===== src/rtl/mask_coord_gen.sv =====
// Raster coordinate generator for center_of_mass: thresholds a pixel stream and emits
// (x, y) for every in-band pixel, plus one end-of-frame tabulate pulse with frame stats.
module mask_coord_gen #(
   parameter int unsigned  HRES        = 320,
   parameter int unsigned  VRES        = 180,
   parameter int unsigned  PIXEL_WIDTH = 8,
   localparam int unsigned HWIDTH      = $clog2(HRES),
   localparam int unsigned VWIDTH      = $clog2(VRES),
   localparam int unsigned CWIDTH      = HWIDTH + VWIDTH
) (
   input  logic                   clk_in,
   input  logic                   rst_n_in,
   input  logic [PIXEL_WIDTH-1:0] pixel_in,
   input  logic                   pixel_valid_in,
   input  logic                   frame_start_in,
   input  logic [PIXEL_WIDTH-1:0] lower_bound_in,
   input  logic [PIXEL_WIDTH-1:0] upper_bound_in,
   output logic [HWIDTH-1:0]      x_out,
   output logic [VWIDTH-1:0]      y_out,
   output logic                   valid_out,
   output logic                   tabulate_out,
   output logic [CWIDTH-1:0]      mask_count_out,
   output logic                   empty_out,
   output logic                   short_frame_out
);

   localparam logic [1:0] ST_IDLE   = 2'd0;
   localparam logic [1:0] ST_ACTIVE = 2'd1;
   localparam logic [1:0] ST_CLOSE  = 2'd2;

   localparam logic [HWIDTH-1:0] XMAX = HWIDTH'(HRES - 1);
   localparam logic [VWIDTH-1:0] YMAX = VWIDTH'(VRES - 1);
   localparam logic [CWIDTH-1:0] CMAX = '1;

   // Reset asserts asynchronously and releases on a clock edge.
   logic [1:0] r_rst_sync;
   logic       w_rst_n;

   always_ff @(posedge clk_in or negedge rst_n_in) begin
      if (!rst_n_in) begin
         r_rst_sync <= 2'b00;
      end else begin
         r_rst_sync <= {r_rst_sync[0], 1'b1};
      end
   end

   assign w_rst_n = r_rst_sync[1];

   logic [1:0]        r_state;
   logic [HWIDTH-1:0] r_x;
   logic [VWIDTH-1:0] r_y;
   logic [CWIDTH-1:0] r_cnt;
   logic              r_sof_pend;
   logic [HWIDTH-1:0] r_x_out;
   logic [VWIDTH-1:0] r_y_out;
   logic              r_valid;
   logic              r_tab;
   logic [CWIDTH-1:0] r_mask_count;
   logic              r_empty;
   logic              r_short;

   logic w_in_band;
   logic w_accept;
   logic w_last;
   logic w_sof_go;
   logic w_mid_sof;
   logic w_close;

   // An inverted band (lower > upper) fails one of the two compares for every pixel.
   assign w_in_band = (pixel_in >= lower_bound_in) && (pixel_in <= upper_bound_in);
   assign w_accept  = (r_state == ST_ACTIVE) && pixel_valid_in && !frame_start_in;
   assign w_last    = w_accept && (r_x == XMAX) && (r_y == YMAX);
   assign w_sof_go  = (r_state == ST_IDLE) && (frame_start_in || r_sof_pend);
   assign w_mid_sof = (r_state == ST_ACTIVE) && frame_start_in;
   assign w_close   = w_mid_sof || (r_state == ST_CLOSE);

   always_ff @(posedge clk_in or negedge w_rst_n) begin
      if (!w_rst_n) begin
         r_state      <= ST_IDLE;
         r_x          <= '0;
         r_y          <= '0;
         r_cnt        <= '0;
         r_sof_pend   <= 1'b0;
         r_x_out      <= '0;
         r_y_out      <= '0;
         r_valid      <= 1'b0;
         r_tab        <= 1'b0;
         r_mask_count <= '0;
         r_empty      <= 1'b0;
         r_short      <= 1'b0;
      end else begin
         r_valid    <= w_accept && w_in_band;
         r_tab      <= w_close;
         r_sof_pend <= (r_state == ST_CLOSE) && frame_start_in;

         if (w_accept && w_in_band) begin
            r_x_out <= r_x;
            r_y_out <= r_y;
         end

         if (w_close) begin
            r_mask_count <= r_cnt;
            r_empty      <= (r_cnt == '0);
            r_short      <= w_mid_sof;
         end

         if (w_sof_go || w_mid_sof) begin
            r_x   <= '0;
            r_y   <= '0;
            r_cnt <= '0;
         end else if (w_accept) begin
            if (r_x == XMAX) begin
               r_x <= '0;
               r_y <= (r_y == YMAX) ? '0 : r_y + 1'b1;
            end else begin
               r_x <= r_x + 1'b1;
            end
            if (w_in_band && (r_cnt != CMAX)) begin
               r_cnt <= r_cnt + 1'b1;
            end
         end

         case (r_state)
            ST_IDLE:   if (w_sof_go) r_state <= ST_ACTIVE;
            ST_ACTIVE: if (w_last) r_state <= ST_CLOSE;
            ST_CLOSE:  r_state <= ST_IDLE;
            default:   r_state <= ST_IDLE;
         endcase
      end
   end

   assign x_out           = r_x_out;
   assign y_out           = r_y_out;
   assign valid_out       = r_valid;
   assign tabulate_out    = r_tab;
   assign mask_count_out  = r_mask_count;
   assign empty_out       = r_empty;
   assign short_frame_out = r_short;

endmodule


===== config.mk =====
export PLATFORM = sky130hd
export DESIGN_NAME = mask_coord_gen
export DESIGN_NICKNAME = d
export VERILOG_FILES = /design/src/rtl/mask_coord_gen.sv
export SDC_FILE = /design/constraint.sdc
export NUM_CORES = 1
export LEC_CHECK = 0
export CAP_MARGIN = 20
export CORE_MARGIN = 2
export CORE_UTILIZATION = 55
export DETAILED_ROUTE_END_ITERATION = 7
export GPL_TIMING_DRIVEN = 0
export PLACE_DENSITY = 0.82
export SKIP_CTS_REPAIR_TIMING = 1
export SLEW_MARGIN = 5
export SYNTH_ARGS = -nofsm -noshare
export SYNTH_HDL_FRONTEND = slang
export SYNTH_SLANG_ARGS = --single-unit

===== constraint.sdc =====
create_clock -name clk_in -period 3.8 [get_ports clk_in]
set_input_delay 0.38 -clock clk_in [delete_from_list [all_inputs] [get_ports clk_in]]
set_output_delay 0.38 -clock clk_in [all_outputs]
set_load 0.005 [all_outputs]

==> results summary <==
The number of cell rows is 30. After clock tree synthesis, the clock-pin slew on the worst setup and hold paths is 0.08 ns. For the pin with the worst max-slew slack, the measured transition is 0.520 ns.

The run finished with clean final reports. The worst path in the final design needs a cycle of 2.72 ns, including I/O delays and setup. The most common cell in the synthesized netlist is sky130_fd_sc_hd__dfrtp_1. The worst path required time is 4.05 ns. The core region is 6910 µm². The peak fanout along the critical path came out at 10.

Data arrives at the worst endpoint at 2.96 ns. The combined global-route utilization of all metal layers came out at 23.9%. The synthesis-to-layout area growth came out at 26.6%. The count of final max-slew check failures came out at 0. The normalized max-slew margin came out at 65.4%. The number of antenna diodes in the final layout is 0. Detailed placement finished with a half-perimeter wire length of 6.22 mm.

The highest attainable clock frequency came out at 368 MHz. The final hold violation count came out at 0. The switching component of the power is 0.415 mW. The compound-cell area share of the yosys netlist is 10.7%. The post-synthesis share of cell area spent on xor and xnor gates is 0.881%. Adding up every negative setup slack in the final design gives 0 ns. The part of the power in combinational logic is 9.3%. The largest total area in the synthesized netlist belongs to sky130_fd_sc_hd__dfrtp_1. The initial standard-cell utilization of the core is 57.6%. Entering global routing, the biggest net connects 66 pins. The Yosys step of the flow raised 0 warnings. The global-route wire length before repair came out at 14.6 mm. In this run the worst hold path is classified as flip-flop to async pin. The total of max-cap violations came out at 0. The detailed-route DRC error count is 0. TritonCTS built the clock tree. The power per unit of standard cell area came out at 356 nW/µm². The post-synthesis sequential element count is 77. The width of the die is 89.0 µm. The total iterations of the first detailed-routing run is 4. In this run the static leakage power is 2.37 nW. The final design utilization is 72.8%.

The most instantiated flip-flop cell in the synthesis netlist is sky130_fd_sc_hd__dfrtp_1. The starting DRC count in detailed routing is 240. The top cell type by area accounts for 48.5% of the synthesized area. The synthesized-area fraction occupied by and/or/nand/nor cells is 18.8%. The total number of nets in the final design came out at 494.

Ranked by instance count, the synthesized netlist is headed by sky130_fd_sc_hd__dfrtp_1, sky130_fd_sc_hd__nor2_1, sky130_fd_sc_hd__nand2_1, sky130_fd_sc_hd__ha_1, sky130_fd_sc_hd__inv_1. The sum of overflow across all layers after global routing came out at 0. By area, the combinational part of the netlist is dominated by simple AND/OR/NAND/NOR gates. Of the post-synthesis cell area, the part taken by muxes is 10.5%. In this run switching power makes up 23.1% of total power. By area the synthesized netlist is led by sky130_fd_sc_hd__dfrtp_1, sky130_fd_sc_hd__ha_1, sky130_fd_sc_hd__mux2_2. The clock share of power is 43.7%. The fraction of layout cells with a size suffix above 1 is 11.6%.

Setup repair after global routing left no endpoint under its margin. The setup path with the least slack is of type input pin to flip-flop. The number of enable-type register cells in the synthesized netlist came out at 0. The sequential share of power came out at 47.1%. The async set-reset flop share out of synthesis came out at 100%. The number of unique standard cell types used by synthesis came out at 53.

The post-route clock skew is 0.00773 ns. The period utilization is 71.5%. The net count of the mapped netlist came out at 417. IR analysis of the VDD net gives a maximum drop of 0.000262 V. Setup violations remaining at the end of the flow were counted as 0. Synthesis handed over a netlist of 368 instances. The die footprint is 7920 µm². The kind of launch point of the worst setup path is an input pin. The overall routed net length is 8.83 mm.

The critical path capture point type is a flip-flop. The CTS sink count came out at 77. The cell sitting at the root of the clock tree is a sky130_fd_sc_hd__clkbuf_8. In this run the tool buffered the top-level ports with 65 buffer cells. The fraction of the yosys area taken by sequential cells is 48.5%. The deepest clock path buffer count is 2.

The finished cells cover 5030 µm². The post-synthesis instance area is 3980 µm². The average size of a mapped cell came out at 10.8 µm².

Clock latency on the worst-skew pair, taken at its later pin, is 0.36 ns. After detailed routing, the number of vias per cell comes to 5.80. The average routed wire per standard cell came out at 16.2 µm. The number of global-route vias before repair is 3120.

The routed layout has 3166 vias. The weighted congestion reported at the end of routability-driven placement is 0.844. In this run the count of I/O pins placed on the die edge is 66.

The count of nets left with antenna violations after detail routing came out at 0. Summing all placed instances gives a cell area of 4780 µm². The CTS H-tree depth is 3. The internal power summed over all cells came out at 1.38 mW. The height of the die is 89.0 µm. TritonCTS created 9 clock buffers. The number of antenna violations at the first check in global routing was 0.

The arithmetic-cell share of the synthesized area counting full adders, half adders and majority gates came out at 6.61%.
final timing paths:
| kind | startpoint | endpoint | slack [ns] | cells past startpoint |
|---|---|---|---|---|
| worst min-delay path | r_rst_sync[1]$_DFF_PN0_ | mask_count_out[3]$_DFFE_PN0P_ | 0.17 | 0 |
| worst min register to register | r_rst_sync[1]$_DFF_PN0_ | mask_count_out[3]$_DFFE_PN0P_ | 0.17 | 0 |
| max in group asynchronous | r_rst_sync[1]$_DFF_PN0_ | short_frame_out$_DFFE_PN0P_ | 3.07 | 1 |
| worst max register to register | r_cnt[0]$_DFFE_PN0P_ | r_cnt[10]$_DFFE_PN0P_ | 1.18 | 10 |
| worst max-delay path | pixel_in[1] | r_cnt[10]$_DFFE_PN0P_ | 1.08 | 10 |
| min in group clk_in | r_rst_sync[0]$_DFF_PN0_ | r_rst_sync[1]$_DFF_PN0_ | 0.36 | 0 |
logic make-up after synthesis:
logic type / Yosys count
DFF: 77
AOI/OAI and AO/OA: 62
buffers and inverters: 36
adders and majority gates: 21
muxes: 37
other: 1
xor gates and xnor gates: 4
and+or+nand+nor: 130
layout by cell type (no fill, tap or decap), types with 8 or more instances in the layout:
cell                              instances
sky130_fd_sc_hd__inv_1                   21
sky130_fd_sc_hd__mux2_1                  17
sky130_fd_sc_hd__nor2_1                  24
sky130_fd_sc_hd__clkdlybuf4s50_1         65
sky130_fd_sc_hd__mux2_2                  19
sky130_fd_sc_hd__a21oi_1                 16
sky130_fd_sc_hd__ha_1                    21
sky130_fd_sc_hd__nand3_1                 12
sky130_fd_sc_hd__o21ai_0                 16
sky130_fd_sc_hd__nand2_1                 22
sky130_fd_sc_hd__dfrtp_1                 76
sky130_fd_sc_hd__and3_1                  12
sky130_fd_sc_hd__clkbuf_8                10
sky130_fd_sc_hd__a221o_1                  8
sky130_fd_sc_hd__nand4_1                 15
layout make-up:
type                    instances  area [µm²]
fillers                       499        1880
repair buffers                 66         678
flip-flops and latches         77        1930
inverters                      21        78.8
clock buffers                  10         138
clock inverters                 6         116
plain buffers                  15        80.1
multi-input cells             255        1890
well taps                      96         120
routing by layer:
metal / track usage (%) / share of wire, % / vias up
met4: 8.68 / 1.8 / 0
met5: 0 / 0 / -
met3: 5.54 / 7.1 / 18
met2: 37.6 / 46 / 107
li1: - / - / 1500
met1: 32.6 / 45 / 1541
worst max-delay path: stages:
cell                              delay (ns)
sky130_fd_sc_hd__clkdlybuf4s50_1        0.45
sky130_fd_sc_hd__ha_1                   0.32
sky130_fd_sc_hd__nor2b_1                0.13
sky130_fd_sc_hd__o211a_1                0.20
sky130_fd_sc_hd__a211oi_1               0.43
sky130_fd_sc_hd__o22ai_4                0.21
sky130_fd_sc_hd__nand2_4                0.14
sky130_fd_sc_hd__nor2_1                 0.06
sky130_fd_sc_hd__clkbuf_1               0.25
sky130_fd_sc_hd__a221o_1                0.39
power by group through the flow:
stage,Sequential (mW),Combinational (mW),Clock [mW]
after floorplan,0.867,0.0780,0
after global placement,0.871,0.143,0
after detailed placement,0.859,0.167,0
after CTS,0.843,0.169,0.786
after global routing,0.845,0.184,0.824
final,0.843,0.166,0.782
per-stage QoR:
stage / setup WS, ns / cells / hold WS [ns] / power (mW)
final: 1.08 / 546 / 0.168 / 1.79
after global routing: 0.921 / 546 / 0.174 / 1.85
after CTS: 1.08 / 546 / 0.173 / 1.80
after detailed placement: 0.680 / 530 / 0.164 / 1.03
after global placement: 0.716 / 529 / 0.339 / 1.01
after floorplan: 1.47 / 368 / 0.0844 / 0.945
sequential cells by signal, indices dropped and copies added (netlist names):
register	cells
r_state	2
r_y	8
r_sof_pend	1
tabulate_out	1
mask_count_out	17
r_rst_sync	2
r_x	9
short_frame_out	1
x_out	9
r_cnt	17
y_out	8
valid_out	1
empty_out	1
No activity file was read; power rests on OpenSTA's default activity.
